[src/rtl/unified_mem_arbiter_if.sv]
// Bus bundle between the IF/D requesters, the unified memory and the arbiter.
// Handshake: a requester raises *_req and holds it (with its addr/we/wdata) stable until
// the one-cycle *_gnt pulse; *_rvalid or *_err follows exactly one cycle after *_gnt.
interface unified_mem_arbiter_if;
  logic        if_req;
  logic [31:0] if_addr;
  logic        if_gnt;
  logic        if_rvalid;
  logic [31:0] if_rdata;
  logic        if_err;

  logic        d_req;
  logic        d_we;
  logic [31:0] d_addr;
  logic [31:0] d_wdata;
  logic        d_gnt;
  logic        d_rvalid;
  logic [31:0] d_rdata;
  logic        d_err;

  logic        mem_read;
  logic        mem_write;
  logic [31:0] mem_addr;
  logic [31:0] mem_wdata;
  logic [31:0] mem_rdata;

  modport slave (
    input  if_req, if_addr, d_req, d_we, d_addr, d_wdata, mem_rdata,
    output if_gnt, if_rvalid, if_rdata, if_err,
    output d_gnt, d_rvalid, d_rdata, d_err,
    output mem_read, mem_write, mem_addr, mem_wdata
  );

  modport master (
    output if_req, if_addr, d_req, d_we, d_addr, d_wdata, mem_rdata,
    input  if_gnt, if_rvalid, if_rdata, if_err,
    input  d_gnt, d_rvalid, d_rdata, d_err,
    input  mem_read, mem_write, mem_addr, mem_wdata
  );
endinterface

[src/rtl/unified_mem_arbiter.sv]
// Shares the multicycle MIPS unified memory between instruction fetch and load/store,
// with data priority and a starvation guard that forces IF through after STARVE_LIMIT losses.
module unified_mem_arbiter #(
  parameter int MEM_WORDS    = 256,
  parameter int STARVE_LIMIT = 2
) (
  input  logic                 clk,
  input  logic                 rst_n,
  unified_mem_arbiter_if.slave bus,
  output logic                 dbg_state,
  output logic [3:0]           dbg_starve_cnt
);
  typedef enum logic {IDLE = 1'b0, ACCESS = 1'b1} state_t;
  localparam logic [3:0] LIMIT = 4'(STARVE_LIMIT);

  state_t      state_q, state_d;
  logic        pick_if, pick_d;
  logic        owner_d_q, we_q;
  logic [31:0] addr_q, wdata_q;
  logic [3:0]  starve_q;
  logic        if_rvalid_q, if_err_q, d_rvalid_q, d_err_q;
  logic [31:0] if_rdata_q, d_rdata_q;
  logic        in_access, addr_ok;

  always_ff @(posedge clk or negedge rst_n) begin
    if (!rst_n) state_q <= IDLE;
    else        state_q <= state_d;
  end

  always_comb begin
    state_d = state_q;
    pick_if = 1'b0;
    pick_d  = 1'b0;
    case (state_q)
      IDLE: begin
        if (bus.d_req && !(bus.if_req && starve_q == LIMIT)) pick_d = 1'b1;
        else if (bus.if_req)                                 pick_if = 1'b1;
        if (pick_d || pick_if) state_d = ACCESS;
      end
      ACCESS: state_d = IDLE;
    endcase
  end

  assign in_access = (state_q == ACCESS);
  assign addr_ok   = (addr_q[1:0] == 2'b00) && (addr_q[31:2] < 30'(MEM_WORDS));

  always_ff @(posedge clk or negedge rst_n) begin
    if (!rst_n) begin
      owner_d_q   <= 1'b0;
      we_q        <= 1'b0;
      addr_q      <= '0;
      wdata_q     <= '0;
      starve_q    <= '0;
      if_rvalid_q <= 1'b0;
      if_err_q    <= 1'b0;
      d_rvalid_q  <= 1'b0;
      d_err_q     <= 1'b0;
      if_rdata_q  <= '0;
      d_rdata_q   <= '0;
    end else begin
      if_rvalid_q <= 1'b0;
      if_err_q    <= 1'b0;
      d_rvalid_q  <= 1'b0;
      d_err_q     <= 1'b0;

      if (pick_d || pick_if) begin
        owner_d_q <= pick_d;
        addr_q    <= pick_d ? bus.d_addr : bus.if_addr;
        we_q      <= pick_d & bus.d_we;
        wdata_q   <= pick_d ? bus.d_wdata : 32'h0;
      end

      // Only contested D wins count against IF; uncontested D grants leave it alone.
      if (pick_if)                                            starve_q <= '0;
      else if (pick_d && bus.if_req && starve_q < LIMIT)      starve_q <= starve_q + 4'd1;

      if (in_access) begin
        if (!addr_ok) begin
          if (owner_d_q) d_err_q  <= 1'b1;
          else           if_err_q <= 1'b1;
        end else if (!we_q) begin
          if (owner_d_q) begin
            d_rvalid_q <= 1'b1;
            d_rdata_q  <= bus.mem_rdata;
          end else begin
            if_rvalid_q <= 1'b1;
            if_rdata_q  <= bus.mem_rdata;
          end
        end
      end
    end
  end

  // Strobes are decoded from registers so an async reset clears them at once.
  assign bus.if_gnt    = in_access & ~owner_d_q;
  assign bus.d_gnt     = in_access &  owner_d_q;
  assign bus.mem_read  = in_access & ~we_q & addr_ok;
  assign bus.mem_write = in_access &  we_q & addr_ok;
  assign bus.mem_addr  = addr_q;
  assign bus.mem_wdata = wdata_q;

  assign bus.if_rvalid = if_rvalid_q;
  assign bus.if_err    = if_err_q;
  assign bus.if_rdata  = if_rdata_q;
  assign bus.d_rvalid  = d_rvalid_q;
  assign bus.d_err     = d_err_q;
  assign bus.d_rdata   = d_rdata_q;

  assign dbg_state      = state_q;
  assign dbg_starve_cnt = starve_q;
endmodule

[src/flat_wrapper.sv]
// flat-port wrapper written by rule: the top's interface ports become plain ports
module unified_mem_arbiter_flat 
#(
  parameter int MEM_WORDS    = 256,
  parameter int STARVE_LIMIT = 2
)
  (clk, rst_n, dbg_state, dbg_starve_cnt, bus_if_req, bus_if_addr, bus_d_req, bus_d_we, bus_d_addr, bus_d_wdata, bus_mem_rdata, bus_if_gnt, bus_if_rvalid, bus_if_rdata, bus_if_err, bus_d_gnt, bus_d_rvalid, bus_d_rdata, bus_d_err, bus_mem_read, bus_mem_write, bus_mem_addr, bus_mem_wdata);
  unified_mem_arbiter_if bus_i ();
  input  logic clk;
  input  logic rst_n;
  output logic dbg_state;
  output logic [3:0] dbg_starve_cnt;
  input wire logic [$bits(bus_i.if_req)-1:0] bus_if_req;
  input wire logic [$bits(bus_i.if_addr)-1:0] bus_if_addr;
  input wire logic [$bits(bus_i.d_req)-1:0] bus_d_req;
  input wire logic [$bits(bus_i.d_we)-1:0] bus_d_we;
  input wire logic [$bits(bus_i.d_addr)-1:0] bus_d_addr;
  input wire logic [$bits(bus_i.d_wdata)-1:0] bus_d_wdata;
  input wire logic [$bits(bus_i.mem_rdata)-1:0] bus_mem_rdata;
  output wire logic [$bits(bus_i.if_gnt)-1:0] bus_if_gnt;
  output wire logic [$bits(bus_i.if_rvalid)-1:0] bus_if_rvalid;
  output wire logic [$bits(bus_i.if_rdata)-1:0] bus_if_rdata;
  output wire logic [$bits(bus_i.if_err)-1:0] bus_if_err;
  output wire logic [$bits(bus_i.d_gnt)-1:0] bus_d_gnt;
  output wire logic [$bits(bus_i.d_rvalid)-1:0] bus_d_rvalid;
  output wire logic [$bits(bus_i.d_rdata)-1:0] bus_d_rdata;
  output wire logic [$bits(bus_i.d_err)-1:0] bus_d_err;
  output wire logic [$bits(bus_i.mem_read)-1:0] bus_mem_read;
  output wire logic [$bits(bus_i.mem_write)-1:0] bus_mem_write;
  output wire logic [$bits(bus_i.mem_addr)-1:0] bus_mem_addr;
  output wire logic [$bits(bus_i.mem_wdata)-1:0] bus_mem_wdata;
  assign bus_i.if_req = bus_if_req;
  assign bus_i.if_addr = bus_if_addr;
  assign bus_i.d_req = bus_d_req;
  assign bus_i.d_we = bus_d_we;
  assign bus_i.d_addr = bus_d_addr;
  assign bus_i.d_wdata = bus_d_wdata;
  assign bus_i.mem_rdata = bus_mem_rdata;
  assign bus_if_gnt = bus_i.if_gnt;
  assign bus_if_rvalid = bus_i.if_rvalid;
  assign bus_if_rdata = bus_i.if_rdata;
  assign bus_if_err = bus_i.if_err;
  assign bus_d_gnt = bus_i.d_gnt;
  assign bus_d_rvalid = bus_i.d_rvalid;
  assign bus_d_rdata = bus_i.d_rdata;
  assign bus_d_err = bus_i.d_err;
  assign bus_mem_read = bus_i.mem_read;
  assign bus_mem_write = bus_i.mem_write;
  assign bus_mem_addr = bus_i.mem_addr;
  assign bus_mem_wdata = bus_i.mem_wdata;
  unified_mem_arbiter #(.MEM_WORDS(MEM_WORDS), .STARVE_LIMIT(STARVE_LIMIT)) u_core (.clk(clk), .rst_n(rst_n), .bus(bus_i), .dbg_state(dbg_state), .dbg_starve_cnt(dbg_starve_cnt));
endmodule
[config.mk]
export PLATFORM = sky130hd
export DESIGN_NAME = unified_mem_arbiter_flat
export DESIGN_NICKNAME = d
export VERILOG_FILES = /design/src/rtl/unified_mem_arbiter_if.sv /design/src/rtl/unified_mem_arbiter.sv /design/src/flat_wrapper.sv
export SDC_FILE = /design/constraint.sdc
export NUM_CORES = 1
export LEC_CHECK = 0
export CORE_AREA = 5 5 146 113
export DETAILED_ROUTE_END_ITERATION = 6
export DIE_AREA = 0 0 151 118
export GPL_ROUTABILITY_DRIVEN = 0
export PLACE_DENSITY = 0.77
export SYNTH_ARGS = -nofsm -noshare
export SYNTH_HDL_FRONTEND = slang
export SYNTH_SLANG_ARGS = --single-unit
[constraint.sdc]
create_clock -name clk -period 4.7 [get_ports clk]
set_input_delay 0.705 -clock clk [delete_from_list [all_inputs] [get_ports clk]]
set_output_delay 0.705 -clock clk [all_outputs]
set_load 0.05 [all_outputs]
After elaboration in Yosys (flattened, before gate mapping):

Cells that the tools add are included.
W data, S select, Z words.

* multiplexer cells: 25
* order comparisons: 2
* equal/unequal tests: 1
* reduce and logical (&&, ||, !) cells: 12
* bitwise operators: 10
* add/sub/neg operators: 1

Operators by type and width (count)
* $mux W32: 2
* $lt A30 B9 Y1 const B: 1
* $mux W1: 20
* $mux W4: 2
* $reduce_and A4 Y1: 2
* $and A1 B1 Y1: 7
* $logic_and A1 B1 Y1: 5
* $add A4 B1 Y4 const B: 1
* $eq A4 B2 Y1 const B: 1
* $lt A4 B2 Y1 const B: 1
* $not A1 Y1: 3
* $logic_not A2 Y1: 1
* $logic_or A1 B1 Y1: 2
* $pmux W1 S2: 1
* $reduce_bool A2 Y1: 1
* $logic_not A1 Y1: 1

* word-level logic and storage cells: 63
* bits in registers: 139
* output and inout bits: 141

Depth between registers and ports, before layout:

Gate-level depths: netlist of run 1.

* depth in word-level cells: 11
* depth in mapped cells: 7
* gate-level depth less buffers: 6

Least setup slack after synthesis of run 1:

Ideal clock, no wire load.

* kind: register to output
* from: reg u_core.addr_q[14], in the netlist u_core.bus.mem_addr[14]
* to: out bus_mem_read
* arrival time: 2.822 ns
* setup slack: 1.173 ns
* stages on the path, launching flop included: 4
* cell sequence: dfrtp_1 > nor4_2 > nand4_2 > nor4b_1

* cells in the longest elaborated chain, start to end: 3

Ends and longest elaborated chain
* start, declared: RTL line unified_mem_arbiter.sv:19 `logic [31:0] addr_q, wdata_q;`
* start signal, assigned: RTL line unified_mem_arbiter.sv:68 `addr_q <= pick_d ? bus.d_addr : bus.if_addr;`
* $lt A30 B9 Y1: RTL line unified_mem_arbiter.sv:45 `assign addr_ok = (addr_q[1:0] == 2'b00) && (addr_q[31:2] < 30'(MEM_WORDS));`
* $logic_and A1 B1 Y1: RTL line unified_mem_arbiter.sv:45
* $and A1 B1 Y1: RTL line unified_mem_arbiter.sv:97 `assign bus.mem_read = in_access & ~we_q & addr_ok;`
* end, declared: RTL line flat_wrapper.sv:28 `output wire logic [$bits(bus_i.mem_read)-1:0] bus_mem_read;`

No other way between the ends.

Worst setup path after layout of run 1:

* from: reg u_core.addr_q[29], in the netlist u_core.bus.mem_addr[29]
* to: out bus_mem_read

Same word-level chain as after synthesis.

==> results of run 1 <==
==> area by class of cell <==
class	count	area [um2]	area share (%)
inverter	6	22.5	0.247
multi-input combinational	197	1950	21.4
clock buffer	18	429	4.71
clock inverter	14	186	2.04
tap	205	256	2.81
timing repair buffer	279	2790	30.6
sequential	139	3480	38.1
==> per-stage QoR <==
step / setup WS, ns / hold WS [ns] / cell area [um2] / cells / util, %
after detailed placement: 1.73 / 0.480 / 8500 / 826 / 56.9
after CTS: 1.28 / 0.444 / 9120 / 858 / 61.1
after floorplan: 1.17 / 0.409 / 5560 / 365 / -
final: 1.31 / 0.388 / 9120 / 858 / 61.1
after global placement: 1.74 / 0.469 / 8500 / 826 / 56.9
after global routing: 1.14 / 0.474 / 9120 / 858 / 61.1
==> registers in the layout (all words and copies together), names as in the netlist <==
register / cells
u_core.bus.d_err: 1
u_core.bus.d_rdata: 32
u_core.bus.d_rvalid: 1
u_core.bus.if_err: 1
u_core.bus.if_rdata: 32
u_core.bus.if_rvalid: 1
u_core.bus.mem_addr: 32
u_core.bus.mem_wdata: 32
u_core.dbg_starve_cnt: 4
u_core.dbg_state: 1
u_core.owner_d_q: 1
u_core.we_q: 1
==> cells by family after synthesis <==
kind of cell | count (synthesis) | synth area share (%)
buffers and inverters | 29 | 2.86
flip-flops | 139 | 62.6
XOR/XNOR | 1 | 0.158
adder cells (fa/ha/maj) | 2 | 0.450
AO/OA/AOI/OAI | 103 | 15.3
AND/OR/NAND/NOR | 27 | 3.74
multiplexers | 64 | 14.9
==> metal layers <==
metal / global-route usage, % / share of wire, %
met3: 7.01 / 9.4
met4: 5.38 / 1.2
met1: 23.5 / 41
met5: 0 / 0
met2: 30.5 / 48
==> path summary, 6_finish.rpt <==
| check | start | to | slack (ns) | cells past startpoint |
|---|---|---|---|---|
| min | rst_n | u_core.bus.d_rdata[26]$_DFFE_PN0P_ | 0.39 | 1 |
| min reg2reg | u_core.bus.d_rdata[1]$_DFFE_PN0P_ | u_core.bus.d_rdata[1]$_DFFE_PN0P_ | 0.50 | 1 |
| max reg2reg | u_core.bus.mem_addr[29]$_DFFE_PN0P_ | u_core.bus.if_rdata[31]$_DFFE_PN0P_ | 2.33 | 5 |
| max | u_core.bus.mem_addr[29]$_DFFE_PN0P_ | bus_mem_read | 1.31 | 4 |
| max in group asynchronous | rst_n | u_core.bus.mem_addr[24]$_DFFE_PN0P_ | 3.23 | 2 |
| min in group clk | u_core.bus.d_rdata[1]$_DFFE_PN0P_ | u_core.bus.d_rdata[1]$_DFFE_PN0P_ | 0.50 | 1 |
==> placed cells by master (no fill, tap or decap), drive strengths merged, types with 2 or more instances in the layout <==
master,Yosys,routed
clkdlybuf4s50,0,272
inv,6,10
dfrtp,139,139
nand2b,2,2
a21o,33,33
mux2,64,64
a21oi,3,3
bufinv,0,3
nand2,3,3
a22o,65,65
ha,2,2
nor2,7,7
buf,11,7
clkinv,0,6
nor4,10,10
clkbuf,12,18
==> power breakdown <==
group          switching, W  total (W)  internal (W)  leakage [nW]
Sequential         0.000119    0.00146       0.00134          1.84
Combinational      0.000782    0.00128      0.000499          2.07
Clock              0.000527    0.00137      0.000848         0.299
==> impl_metrics.ini, run 1 <==
[synth]
syn_nets = 500
synth_ff_type = dfrtp_1
synth.top_cell.area_share_pct = 62.6
synthTopCellsByCount = dfrtp_1, a22o_1, a21o_1, mux2_2, mux2_4
yosys.area.top_type = dfrtp_1
yosysUniqueCellTypes = 28
synthArstFlopShare_pct = 100
ys_seq_elements = 139
synth_edf_count = 0
synth_most_common_cell = dfrtp_1
netlist_area_um2 = 5560
yosysWarnings = 0
syn_avg_cell_area_um2 = 15.2
yosysSeqAreaShare_pct = 62.6
synth.area.top_cells = dfrtp_1, a22o_1, mux2_4
syn_inst = 365

[setup_path]
endpoint_kind = output port
cp_max_fo = 5
required_ns = 3.99
path_buf_inv = 1
crit_family = simple AND/OR/NAND/NOR gates
cp_cell_sequence = nor4_1 -> nand2_1 -> nor4b_1 -> clkdlybuf4s50_1
worst-setup-path-type = flip-flop to output port
max_stage_delay_ns = 0.87
cp.arrival_ns = 2.68
crit_path_top_delay_cell = clkdlybuf4s50_1
worst_setup_path_start_kind = flip-flop

[cts]
cts_buffers = 17
post-cts-setup-buffers = 0
clk_path_buf_depth = 2
post_cts_resized = 0
insertion_delay_ns = 0.41
cts_root_buf = clkbuf_16
clock-sinks = 139
cts-hold-fix-buffers = 0
clk_pin_slew_ns = 0.06
cts_tree = yes
cts.htree.levels = 4

[cells_and_area]
diodes = 0
nNetsFinal = 775
drive_gt1_share_pct = 17.2
fillers = 1174
area_growth_pct = 64.0

[min_path]
worst_hold_path_type = input pin to asynchronous set/reset pin

[sta]
final_max_slew_viol_count = 0
fmax_mhz = 295
min_period_ns = 3.39
setup_viol_count_final = 0
rsz0062_at_grt = false
fin_setup_tns_ns = 0
hold_viol = 0
worst_pin_slew_ns = 1.04
min_period_over_period_pct = 72.1
relSlewSlack_pct = 30.8
clock_skew_ns = 0.00948

[global_routing]
grt_first_pass_wirelength_mm = 26.1
grt_pass1_vias = 4641
grt_overflow = 0
antenna_found_initial = 0
track_usage_pct = 18.8
grt_max_degree = 105

[routing]
num_vias = 4233
drt_wl_total_mm = 16.7
routed_via_density = 4.93
avgRoutedWirePerCell_um = 19.5
ant_nets = 0
drtIter0Drc = 172
dr.pass1.iters = 4
remaining_drc_errors = 0

[floorplan]
die_w_um = 151
io_pins = 274
fp.dieH_um = 118
core_area_um2 = 14900
initial_core_util_pct = 37.2
rows = 39
dieArea_um2 = 17800

[pwr]
power_w = 0.00411
vdd_drop_max_mv = 0.302
p_leak_nw = 4.21
p_per_area_nw_per_um2 = 451

[placed_design]
hpwl_mm = 12.4
io_buffers = 273

[run_status]
status = finished, final reports clean

[flow_run]
maxCapViolCount = 0
(Power assumes the default switching activity.)
==> run 2: changes to the inputs <==
- CORE_AREA: 5 5 146 113 -> 5 5 148 115
- DIE_AREA: 0 0 151 118 -> 0 0 153 120
- PLACE_DENSITY: 0.77 -> 0.78
- clock period: 4.7 -> 2.78 ns (I/O delays scaled with it)
==> impl_metrics.ini, run 2 (synthesized netlist as in run 1, its figures left out) <==
[setup_path]
cp_max_fo = 5
r2r-start = u_core.bus.mem_addr[29]$_DFFE_PN0P_
worst-r2r-cell-count = 5
endpoint_kind = output port
max_stage_delay_ns = 0.41
required_ns = 2.36
worst_setup_path_start_kind = flip-flop
crit_path_top_delay_cell = dfrtp_1
cp_cell_sequence = nor4_1 -> nand2_1 -> nor2_1 -> and3_1 -> buf_12
cp.arrival_ns = 2.11
r2r-end = u_core.bus.d_rdata[5]$_DFFE_PN0P_
r2r_setup_slack_ns = 0.49
worst-setup-path-type = flip-flop to output port

[floorplan]
core_area_um2 = 15500
io_pins = 274
initial_core_util_pct = 35.8
die_w_um = 153
dieArea_um2 = 18400
fp.dieH_um = 120
rows = 40

[global_routing]
grt_pass1_vias = 4685
antenna_found_initial = 0
grt_first_pass_wirelength_mm = 25.8
grt_max_degree = 77
grt_overflow = 0
track_usage_pct = 17.8

[routing]
routed_via_density = 4.85
ant_nets = 0
drtIter0Drc = 157
drt_wl_total_mm = 16.1
remaining_drc_errors = 0
dr.pass1.iters = 4
avgRoutedWirePerCell_um = 18.6
num_vias = 4191

[pwr]
clockPowerShare_pct = 33.6
p_sw_w = 0.00235
p_leak_nw = 4.25
power_w = 0.00697
p_per_area_nw_per_um2 = 758
vdd_drop_max_mv = 0.515
pwr-share-seq_pct = 35.4
comb_power_share_pct = 30.9
internal-power_w = 0.00462
netSwitchingFraction_pct = 33.7

[sta]
fmax_mhz = 396
fin_setup_tns_ns = 0
final_max_slew_viol_count = 0
min_period_ns = 2.53
whs_ns = 0.0320
setup_viol_count_final = 0
hold_viol = 0
worst_pin_slew_ns = 0.678
relSlewSlack_pct = 54.8
min_period_over_period_pct = 90.9
clock_skew_ns = 0.0123
rsz0062_at_grt = false

[cells_and_area]
area_growth_pct = 65.4
drive_gt1_share_pct = 17.9
finalNonFillerCells = 865
layout_commonest_cell = clkdlybuf4s50_1
nNetsFinal = 778
diodes = 0
final_cell_mix = clkdlybuf4s50_1, dfrtp_1, a22o_1

[placed_design]
io_buffers = 273
placed_cells = 834
hpwl_mm = 11.9

[cts]
post_cts_resized = 0
clock-sinks = 139
cts_tree = yes
cts.htree.levels = 4
clk_pin_slew_ns = 0.06
post-cts-setup-buffers = 0
clk_path_buf_depth = 2
insertion_delay_ns = 0.42
cts_root_buf = clkbuf_16
cts_buffers = 17
cts-hold-fix-buffers = 0

[run_status]
status = finished, final reports clean

[flow_run]
maxCapViolCount = 0

[min_path]
worst_hold_path_type = input pin to asynchronous set/reset pin
## run 2: how the worst max path moves through the flow
stage | start | endpoint | slack, ns | cells after the start
floorplan | u_core.bus.mem_addr[20]$_DFFE_PN0P_ | bus_mem_read | 0.23 | 3
global placement | u_core.bus.mem_addr[29]$_DFFE_PN0P_ | u_core.bus.d_rdata[5]$_DFFE_PN0P_ | 0.58 | 5
detailed placement | u_core.bus.mem_addr[20]$_DFFE_PN0P_ | u_core.bus.d_rdata[16]$_DFFE_PN0P_ | 0.54 | 5
CTS | u_core.bus.mem_addr[29]$_DFFE_PN0P_ | bus_mem_write | 0.23 | 5
global route | u_core.bus.mem_addr[20]$_DFFE_PN0P_ | bus_mem_write | 0.13 | 5
finish | u_core.bus.mem_addr[29]$_DFFE_PN0P_ | bus_mem_write | 0.25 | 5
## run 2: worst max-delay path, delay by kind of cell (launching register included)
| kind | cells | cell delay [ns] |
|---|---|---|
| flip-flops | 1 | 0.41 |
| buffers and inverters | 1 | 0.15 |
| AND/OR/NAND/NOR | 4 | 1.14 |
## run 2: power by group through the flow
stage          logic, W  clock network (W)  registers, W
3_3_place_gp    0.00215                  0       0.00248
2_1_floorplan  0.000470                  0       0.00329
6_report        0.00215            0.00234       0.00247
4_1_cts         0.00218            0.00241       0.00247
5_1_grt         0.00227            0.00250       0.00250
3_5_place_dp    0.00217                  0       0.00249
## run 2: routing by layer
layer / track usage, % / wire length [um]
met3: 7.46 / 1350
met5: 0 / 0
met1: 22.7 / 7000
met2: 28.1 / 7500
met4: 4.73 / 222
## run 2: cell type report
| cell class | instances | area, um2 |
|---|---|---|
| Sequential cell | 139 | 3480 |
| Timing Repair Buffer | 282 | 2850 |
| Clock inverter | 9 | 138 |
| Inverter | 6 | 22.5 |
| Tap cell | 210 | 263 |
| Fill cell | 1201 | 6320 |
| Clock buffer | 22 | 484 |
| Multi-Input combinational cell | 197 | 1960 |
## run 2: through the flow
step | worst slack [ns] | cell area, um2 | util (%)
5_1_grt | 0.129 | 9190 | 59.3
6_report | 0.253 | 9190 | 59.3
3_3_place_gp | 0.582 | 8570 | 55.2
4_1_cts | 0.231 | 9190 | 59.3
3_5_place_dp | 0.543 | 8570 | 55.2
2_1_floorplan | 0.230 | 5570 | -
